<file path="src/rtl/dmem_arbiter.sv">
`timescale 1ns/1ps
// dmem_arbiter
//   Shares the single data-memory port between the CPU MEM stage and the
//   AES coprocessor load/store engine. The CPU owns the port by default. The
//   AES engine gets a bounded burst when the CPU is idle, or once its request
//   has been blocked for MAX_WAIT cycles. While AES owns the port, any CPU
//   access is stalled.
//
//   Optional build macro: DMEM_ARB_PERF_EN enables 32-bit wrapping
//   performance counters. Without it, the perf ports are tied to zero.
//
// Ports
//   clk, rst                   clock, asynchronous active-low reset
//   cpu_re/we/addr/wdata       CPU MEM-stage request
//   cpu_rdata, cpu_stall       CPU read data (combinational), MEM-stage freeze
//   aes_req/we/last/addr/wdata AES beat request
//   aes_gnt                    AES owns the port this cycle
//   aes_rdata, aes_rvalid      registered AES read data and its one-cycle strobe
//   mem_re/we/addr/wdata/rdata data-memory port
//   perf_stall_cnt             CPU stall-cycle count
//   perf_aes_beats             accepted AES beat count
module dmem_arbiter #(
  parameter int unsigned ADDR_W    = 32,
  parameter int unsigned DATA_W    = 32,
  parameter int unsigned MAX_WAIT  = 8,
  parameter int unsigned BURST_MAX = 4
) (
  input  logic              clk,
  input  logic              rst,
  input  logic              cpu_re,
  input  logic              cpu_we,
  input  logic [ADDR_W-1:0] cpu_addr,
  input  logic [DATA_W-1:0] cpu_wdata,
  output logic [DATA_W-1:0] cpu_rdata,
  output logic              cpu_stall,
  input  logic              aes_req,
  input  logic              aes_we,
  input  logic              aes_last,
  input  logic [ADDR_W-1:0] aes_addr,
  input  logic [DATA_W-1:0] aes_wdata,
  output logic              aes_gnt,
  output logic [DATA_W-1:0] aes_rdata,
  output logic              aes_rvalid,
  output logic              mem_re,
  output logic              mem_we,
  output logic [ADDR_W-1:0] mem_addr,
  output logic [DATA_W-1:0] mem_wdata,
  input  logic [DATA_W-1:0] mem_rdata,
  output logic [31:0]       perf_stall_cnt,
  output logic [31:0]       perf_aes_beats
);

  typedef enum logic {
    CPU_OWN   = 1'b0,
    AES_BURST = 1'b1
  } state_e;

  localparam logic [7:0] WAIT_LIMIT = 8'(MAX_WAIT);
  localparam logic [4:0] BEAT_FINAL = 5'(BURST_MAX - 1);

  state_e            state_q, state_d;
  logic [7:0]        wait_cnt_q, wait_cnt_d;
  logic [4:0]        beat_cnt_q, beat_cnt_d;
  logic              aes_rvalid_q, aes_rvalid_d;
  logic [DATA_W-1:0] aes_rdata_q, aes_rdata_d;

  logic cpu_act;
  logic aes_own;
  logic beat_acc;

  assign cpu_act  = cpu_re | cpu_we;
  assign aes_own  = (state_q == AES_BURST);
  assign beat_acc = aes_req & aes_own;

  // Ownership is the state register itself, so the grant is a flop output.
  assign aes_gnt    = aes_own;
  assign cpu_stall  = aes_own & cpu_act;
  assign cpu_rdata  = mem_rdata;
  assign aes_rdata  = aes_rdata_q;
  assign aes_rvalid = aes_rvalid_q;

  // Port mux: the non-owning side never reaches the memory enables.
  always_comb begin
    if (aes_own) begin
      mem_re    = aes_req & ~aes_we;
      mem_we    = aes_req & aes_we;
      mem_addr  = aes_addr;
      mem_wdata = aes_wdata;
    end else begin
      mem_re    = cpu_re;
      mem_we    = cpu_we;
      mem_addr  = cpu_addr;
      mem_wdata = cpu_wdata;
    end
  end

  always_comb begin
    state_d    = state_q;
    wait_cnt_d = wait_cnt_q;
    beat_cnt_d = beat_cnt_q;
    case (state_q)
      CPU_OWN: begin
        if (aes_req) begin
          if (!cpu_act || wait_cnt_q == WAIT_LIMIT) begin
            state_d    = AES_BURST;
            wait_cnt_d = '0;
            beat_cnt_d = '0;
          end else begin
            // Blocked by CPU traffic; below the limit here, so no overflow.
            wait_cnt_d = wait_cnt_q + 8'd1;
          end
        end else begin
          wait_cnt_d = '0;
        end
      end
      AES_BURST: begin
        if (!aes_req) begin
          state_d = CPU_OWN;
        end else begin
          beat_cnt_d = beat_cnt_q + 5'd1;
          if (aes_last || beat_cnt_q == BEAT_FINAL) begin
            state_d = CPU_OWN;
          end
        end
      end
    endcase
  end

  always_comb begin
    aes_rvalid_d = beat_acc & ~aes_we;
    aes_rdata_d  = aes_rvalid_d ? mem_rdata : aes_rdata_q;
  end

  always_ff @(posedge clk or negedge rst) begin
    if (!rst) begin
      state_q      <= CPU_OWN;
      wait_cnt_q   <= '0;
      beat_cnt_q   <= '0;
      aes_rvalid_q <= 1'b0;
      aes_rdata_q  <= '0;
    end else begin
      state_q      <= state_d;
      wait_cnt_q   <= wait_cnt_d;
      beat_cnt_q   <= beat_cnt_d;
      aes_rvalid_q <= aes_rvalid_d;
      aes_rdata_q  <= aes_rdata_d;
    end
  end

`ifdef DMEM_ARB_PERF_EN
  logic [31:0] perf_stall_cnt_q, perf_stall_cnt_d;
  logic [31:0] perf_aes_beats_q, perf_aes_beats_d;

  always_comb begin
    perf_stall_cnt_d = perf_stall_cnt_q + 32'(cpu_stall);
    perf_aes_beats_d = perf_aes_beats_q + 32'(beat_acc);
  end

  always_ff @(posedge clk or negedge rst) begin
    if (!rst) begin
      perf_stall_cnt_q <= '0;
      perf_aes_beats_q <= '0;
    end else begin
      perf_stall_cnt_q <= perf_stall_cnt_d;
      perf_aes_beats_q <= perf_aes_beats_d;
    end
  end

  assign perf_stall_cnt = perf_stall_cnt_q;
  assign perf_aes_beats = perf_aes_beats_q;
`else
  assign perf_stall_cnt = '0;
  assign perf_aes_beats = '0;
`endif

endmodule

</file>
<file path="config.mk">
export PLATFORM = sky130hd
export DESIGN_NAME = dmem_arbiter
export DESIGN_NICKNAME = d
export VERILOG_FILES = /design/src/rtl/dmem_arbiter.sv
export SDC_FILE = /design/constraint.sdc
export NUM_CORES = 1
export LEC_CHECK = 0
export CORE_AREA = 2 2 143 145
export CTS_CLUSTER_DIAMETER = 30
export DETAILED_ROUTE_END_ITERATION = 10
export DIE_AREA = 0 0 145 147
export DONT_BUFFER_PORTS = 1
export GPL_ROUTABILITY_DRIVEN = 0
export SLEW_MARGIN = 15
export SYNTH_ARGS = -nofsm -noshare
export SYNTH_HDL_FRONTEND = slang
export SYNTH_SLANG_ARGS = --single-unit
</file>
<file path="constraint.sdc">
create_clock -name clk -period 1.66 [get_ports clk]
set_input_delay 0.498 -clock clk [delete_from_list [all_inputs] [get_ports clk]]
set_output_delay 0.498 -clock clk [all_outputs]
set_load 0.05 [all_outputs]
</file>
Word level (Yosys, flattened, before mapping)
Index checks and enable logic that the tools add are counted.
{ "op_classes": {"eq_ne": 5, "n_mux": 15, "n_addsub": 2, "n_reduce_logical": 4, "n_bitwise": 8} }
{ "ops": {"columns": ["op", "count"], "rows": [
  ["32-bit two-way mux", 2],
  ["8-bit two-way mux", 2],
  ["5-bit two-way mux", 3],
  ["5-bit one-hot mux with 2 select lines", 1],
  ["8-bit by 1-bit adder with 8-bit output, second input constant", 1],
  ["8-bit by 4-bit equality test with 1-bit output, second input constant", 1],
  ["1-bit two-way mux", 6],
  ["2-bit != test, second input constant", 3],
  ["5-bit by 1-bit adder with 5-bit output, second input constant", 1],
  ["1-bit bitwise AND", 5],
  ["5-bit by 2-bit equality test with 1-bit output, second input constant", 1],
  ["3-bit AND reduction", 1],
  ["1-bit logical OR", 2],
  ["1-bit inverter", 2],
  ["1-bit one-hot mux with 2 select lines", 1],
  ["1-bit zero test", 1],
  ["1-bit bitwise OR", 1]
]} }
{ "word_totals": {"input_bits": 167, "wordCells": 39, "output_inout_bits": 197, "regBits": 47} }

Depth between registers and ports, before layout
Gate-level depths: netlist of run 1.
{ "depth": {"ltp_word": 6, "mapped_depth": 6, "mapped_depth_nobuf": 6} }

Worst setup path after synthesis of run 1
OpenSTA, ideal clock, no wires.
{ "synth_path": {"path_type": "flip-flop to output port", "start": "register state_q, in the netlist aes_gnt", "end": "output cpu_stall", "arrival_ns": 1.771, "stages_incl_launch_ff": 4, "setup_slack_ns": -0.609, "path_buffers": 1, "required_time_ns": 1.162, "path_cell_list": "dfrtp_1 -> buf_2 -> clkinv_1 -> nor2_1"} }
{ "synth_between": {"elab_chain_cells": 1} }
{ "synth_lines": {"columns": ["item", "line", "text"], "rows": [
  ["start, declared", "61", "state_e state_q, state_d;"],
  ["start signal, assigned", "142", "state_q <= state_d;"],
  ["1-bit bitwise AND", "77", "assign cpu_stall = aes_own & cpu_act;"],
  ["end, declared", "35", "output logic cpu_stall,"]
]} }
Every way passes these cells.

Worst setup path after layout of run 1
{ "layout_path": {"start": "register state_q, in the netlist aes_gnt", "end": "output mem_wdata[0]"} }
{ "layout_between": {"elab_chain_cells": 1} }
{ "layout_lines": {"columns": ["item", "line", "text"], "rows": [
  ["32-bit two-way mux", "84", "if (aes_own) begin"],
  ["end, declared", "47", "output logic [DATA_W-1:0] mem_wdata,"]
]} }
Every way passes these cells.

==> results.tsv, run 1 <==
metric	value	unit
result_of_the_run	finished with violations	
violations_in_the_final_reports	setup timing	
most-common-layout-cells	64 x sky130_fd_sc_hd__mux2_4, 64 x sky130_fd_sc_hd__conb_1, 46 x sky130_fd_sc_hd__dfrtp_1	
count_of_clock_tree_sinks	47	
post_synth_xor_area_fraction	0.00752	
h-tree-depth	2	
synth_top_area_frac	0.336	
r2r-start	aes_gnt$_DFF_PN0_	
p_per_area	1350	mW/mm²
worst_ir_drop_vdd	0.582	mV
area.sequential	0.00118	mm²
total_of_warnings_raised_by_yosys	0	
drt.antenna.violating_nets	0	
first_iter_violations	49	
final.fill_count	2157	
synth.avg_cell_area	10.9	µm²
synth.mux.area_fraction	0.309	
synth_compound_area_frac	0.0508	
power.static_leakage	0.00180	µW
detail_route.drc_violations	0	
timing.critical_path.fanout_max	20	
dp_slack	-0.0446	ns
final_layout_size_suffix_gt1_frac	0.436	
synth.area.top_cells	sky130_fd_sc_hd__dfrtp_1 34%, sky130_fd_sc_hd__mux2_2 30%, sky130_fd_sc_hd__buf_4 21%, sky130_fd_sc_hd__o21ai_0 1.3%, sky130_fd_sc_hd__nand2_1 1.3%	
die_width	145	µm
crit_chain	buf_16, mux2_4	
syn-instance-count	322	
final.period_utilization	1.19	
route.final.wire_length	8.85	mm
vias	2110	
number_of_flops_mapped_to_enable_cells_by_yosys	0	
synth_adder_area_share	0.0107	
vias_in_the_first_global_route	1908	
floorplan.io_pins	364	
cts_made_buffers	5	
slew_viol_final	0	
post_dp_cell_area	0.00373	mm²
layout.cell_area.non_filler	0.00407	mm²
postSynthRegisterBits	47	
critical_path.slowest_cell	sky130_fd_sc_hd__dfrtp_4	
critical_path_data_arrival_time	1.47	ns
cts.reportedPaths.clkPinSlew	0.06	ns
final.hold.worst_slack	0.0580	ns
synthDominantAreaCellType	sky130_fd_sc_hd__dfrtp_1	
insertedDiodeCount	0	
postLayoutCoreUtil	0.205	
critical-path-max-stage-delay	0.57	ns
timing.critical_path.required	1.16	ns
io_buffers	0	
post_synth_top_flop	sky130_fd_sc_hd__dfrtp_1	
cp-end-kind	output port	
yosysSeqAreaShare	0.336	
grt_usage	0.0711	
critPathLaunch	aes_gnt$_DFF_PN0_	
grt_antenna_before_repair	0	
pin_count_of_the_biggest_net_entering_global_routing	48	
synth-simple-area-share	0.0548	
hp-class	in -> async	
setup_violations	94	
max-clock-path-buffers	2	
design.die.area	0.0213	mm²
dr.pass1.iters	4	
flop_to_flop_setup_slack	-0.04	ns
place_hpwl	7.18	mm
netlist-cell-type-count	37	
grt_overflow_total	0	
finalHoldViolations	0	
synthArstFlopShare	1.00	
dominant_combinational_cell_family_by_area_after_synthesis	multiplexers	
cts_root_buf	sky130_fd_sc_hd__clkbuf_16	
final_net_count	476	
grt_first_pass_wirelength	11.7	mm
worst_skew_pair.late_latency	0.28	ns
timing.max_cap.violations	0	
post_layout_power	5490	µW
fin_worst_skew	0.00144	ns
setup_ws	-0.311	ns
core_area	0.0198	mm²
routed_wire_length_per_instance	15.3	µm
core.rowCount	52	
vias_per_cell	3.66	
clock.fmax	0.507	GHz
total_area_of_multi_input_combinational_cells	0.00203	mm²
syn_area	0.00350	mm²
area_growth_syn_to_layout	16.3	%
finalCriticalPeriod	1.97	ns
initial_utilization	0.176	
tritoncts_clock_tree	done	
grt_setup_unrepaired	true	
die_h	147	µm
timing.setup.critical_path_class	reg -> out	
cp-start-kind	flip-flop	
-- metal layers --
layer,up-vias,wire length [µm],global-route usage
met2,153,4170,0.106
met5,-,0,0
met1,1030,3720,0.0960
met3,11,757,0.0189
li1,916,-,-
met4,0,204,0.0322
-- critical path: cells and delay by family (launching register included) --
kind / cells / cell delay, ns
flops: 1 / 0.57
buf+inv: 1 / 0.20
mux: 1 / 0.40
-- what timing repair did --
action,in CTS,in global routing
gates cloned,1,1
hold buffers,1,0
pin swaps,1,2
hold endpoints to repair,47,0
setup buffers,1,1
gates resized for setup,8,5
setup endpoints to repair,68,108
-- cell usage after synthesis (2+ instances only) --
cell type	count
sky130_fd_sc_hd__buf_4	99
sky130_fd_sc_hd__mux2_2	94
sky130_fd_sc_hd__dfrtp_1	47
sky130_fd_sc_hd__nand2_1	12
sky130_fd_sc_hd__o21ai_0	9
sky130_fd_sc_hd__buf_2	8
sky130_fd_sc_hd__nand3_1	5
sky130_fd_sc_hd__nor2_1	5
sky130_fd_sc_hd__inv_1	4
sky130_fd_sc_hd__a21oi_1	3
sky130_fd_sc_hd__a31oi_1	3
sky130_fd_sc_hd__ha_1	3
sky130_fd_sc_hd__nand2b_1	3
sky130_fd_sc_hd__mux2_1	2
sky130_fd_sc_hd__nor3_1	2
sky130_fd_sc_hd__xnor2_1	2
-- cells by family (layout without fill, tap and decap cells) --
group / count (synthesis) / after routing
other cells: 1 / 64
mux: 96 / 96
flops: 47 / 47
simple gates: 34 / 34
fa+ha+maj: 3 / 3
buf+inv: 112 / 34
xor+xnor: 3 / 3
compound gates: 26 / 26
-- area by class of cell --
type | instances | area share
clock buffer | 6 | 0.0317
clock inverter | 2 | 0.0148
inverter | 5 | 0.00585
multi-input combinational | 226 | 0.500
sequential | 47 | 0.290
tap | 270 | 0.0831
timing repair buffer | 21 | 0.0739
-- worst paths after layout --
path	end	depth (start not counted)
worst min register to register	beat_cnt_q[0]$_DFFE_PN0P_	1
worst max register to register	aes_rdata[6]$_DFFE_PN0P_	6
worst max-delay path	mem_wdata[0]	2
min in group clk	aes_rdata[8]$_DFFE_PN0P_	1
max in group asynchronous	aes_gnt$_DFF_PN0_	1
worst min-delay path	aes_rdata[2]$_DFFE_PN0P_	1
-- sequential cells by signal (all words and copies together), names as in the netlist --
signal / cells
aes_rdata: 32
wait_cnt_q: 8
beat_cnt_q: 5
aes_gnt: 1
aes_rvalid: 1
-- stage by stage --
stage          setup TNS, ns  instances
2_1_floorplan          -8.49        385
4_1_cts               -22.88        575
3_3_place_gp          -0.510        564
6_report              -20.23        577
3_5_place_dp           -1.43        564
5_1_grt               -25.27        577
-- power breakdown --
| part | leakage, µW | switching (µW) | internal, µW | total [µW] |
|---|---|---|---|---|
| clock network | 0.0000911 | 421 | 864 | 1280 |
| logic | 0.00112 | 1150 | 572 | 1720 |
| registers | 0.000591 | 1080 | 1410 | 2490 |
(Power assumes the default switching activity.)
==> run 2: changes to the inputs <==
--- a/config.mk
+++ b/config.mk
@@ -11,6 +11,7 @@
 export DIE_AREA = 0 0 145 147
 export DONT_BUFFER_PORTS = 1
 export GPL_ROUTABILITY_DRIVEN = 0
+export SKIP_CTS_REPAIR_TIMING = 1
 export SLEW_MARGIN = 15
 export SYNTH_ARGS = -nofsm -noshare
 export SYNTH_HDL_FRONTEND = slang
==> run 2 against run 1 <==
  * The run still ends with setup timing left
  * Clock power is essentially flat
  * Maximum frequency shrank 0.19%
  * Power is essentially flat
  * Clock skew grew 0.0016 ns
  * Count of clock-buffer cells in the layout is the same
  * Combinational power is essentially flat
  * Largest power group unchanged
  * Final cell count shrank 0.17%
  * Design area shrank 0.92%
  * Setup slack lost 0.0038 ns
  * Critical path depth is the same
  * Die area is the same
  * Highest routed layer unchanged
==> results.tsv, run 2 (synthesis gave the netlist of run 1 again) <==
metric	value	unit
result_of_the_run	finished with violations	
violations_in_the_final_reports	setup timing	
cts.reportedPaths.clkPinSlew	0.06	ns
cp-start-kind	flip-flop	
finalHoldViolations	0	
setup_violations	94	
floorplan.io_pins	364	
vias	2082	
timing.critical_path.fanout_max	20	
timing.max_cap.violations	0	
grt.busiest_layer	met2	
worst_skew_pair.late_latency	0.29	ns
grt_setup_unrepaired	true	
drt.antenna.violating_nets	0	
place_hpwl	7.18	mm
area_growth_syn_to_layout	15.2	%
timing.setup.critical_path_class	reg -> out	
final_layout_size_suffix_gt1_frac	0.431	
grt_overflow_total	0	
routed_wire_length_per_instance	15.3	µm
grt_antenna_before_repair	0	
max-clock-path-buffers	2	
dp_slack	-0.0446	ns
grt_usage	0.0694	
route.final.wire_length	8.79	mm
vias_in_the_first_global_route	1871	
grt_util_met2	0.104	
count_of_clock_tree_sinks	47	
grt_util_met1	0.0932	
core.rowCount	52	
most-common-layout-cells	64 x sky130_fd_sc_hd__mux2_4, 64 x sky130_fd_sc_hd__conb_1, 46 x sky130_fd_sc_hd__dfrtp_1	
final.period_utilization	1.19	
worst_r2r_endpoint	aes_rdata[11]$_DFFE_PN0P_	
flop_to_flop_setup_slack	-0.08	ns
finalCriticalPeriod	1.97	ns
global_route.usage.met3	0.0189	
design.die.area	0.0213	mm²
critical_path_data_arrival_time	1.48	ns
h-tree-depth	2	
critPathLaunch	aes_gnt$_DFF_PN0_	
initial_utilization	0.176	
vias_per_cell	3.61	
final_net_count	475	
final.fill_count	2159	
flip_flop_count_of_the_largest_register_after_layout	32	
fin_worst_skew	0.00302	ns
clock.fmax	0.506	GHz
r2r.worst_path.cells	6	
pin_count_of_the_biggest_net_entering_global_routing	48	
first_iter_violations	37	
p_per_area	1360	mW/mm²
cts_root_buf	sky130_fd_sc_hd__clkbuf_16	
timing.critical_path.required	1.16	ns
die_width	145	µm
detail_route.drc_violations	0	
dr.pass1.iters	4	
power.static_leakage	0.00179	µW
r2r-start	aes_gnt$_DFF_PN0_	
final.hold.worst_slack	0.0543	ns
slew_viol_final	0	
die_h	147	µm
setup_ws	-0.315	ns
tritoncts_clock_tree	done	
hp-class	in -> async	
core_area	0.0198	mm²
grt_first_pass_wirelength	11.4	mm
worst_ir_drop_vdd	0.582	mV
insertedDiodeCount	0	
io_buffers	0	
cp-end-kind	output port	
cts_made_buffers	5	
## run 2: changes by cell type in the layout (fill, tap and decap cells not counted), sizes merged
| cell | previous run | this run |
|---|---|---|
| buf | 20 | 19 |
## run 2: power breakdown
part,switching (µW),internal (µW),leakage [µW],total [µW]
sequential,1080,1410,0.000591,2480
combinational,1150,567,0.00110,1720
clock,428,864,0.0000911,1290
total,2650,2840,0.00179,5490
## run 2: worst max path at each step
stage	slack, ns	cells past startpoint	endpoint
after floorplan	-0.14	3	mem_addr[0]
after global placement	-0.02	2	mem_wdata[0]
after detailed placement	-0.04	2	mem_wdata[0]
after CTS	-0.37	2	mem_wdata[0]
after global routing	-0.35	2	mem_wdata[0]
final	-0.31	2	mem_addr[24]
## run 2: critical path, cell delays in order (launching register included)
cell                      delay, ns
sky130_fd_sc_hd__dfrtp_4       0.57
sky130_fd_sc_hd__buf_16        0.20
sky130_fd_sc_hd__mux2_4        0.40
## run 2: routing by layer
layer	vias up	wire [µm]
li1	909	-
met1	1008	3730
met2	153	4080
met3	12	754
met4	0	222
met5	-	0
## run 2: area by class of cell
| class | count | area, µm² | area share |
|---|---|---|---|
| inverter | 5 | 20.0 | 0.00497 |
| sequential | 47 | 1180 | 0.293 |
| clock inverter | 2 | 60.1 | 0.0149 |
| multi-input combinational | 226 | 2030 | 0.505 |
| timing repair buffer | 20 | 269 | 0.0668 |
| clock buffer | 6 | 129 | 0.0320 |
| tap | 270 | 338 | 0.0839 |
## run 2: per-stage QoR
| stage | util | instance area, µm² | cells | power (µW) | setup TNS (ns) |
|---|---|---|---|---|---|
| finish | 0.203 | 4030 | 576 | 5490 | -21.23 |
| global route | 0.203 | 4030 | 576 | 5690 | -25.48 |
| CTS | 0.197 | 3920 | 572 | 5490 | -21.05 |
| detailed placement | 0.188 | 3730 | 564 | 4170 | -1.43 |
| global placement | 0.188 | 3730 | 564 | 4150 | -0.510 |
| floorplan | - | 4020 | 385 | 4310 | -8.49 |
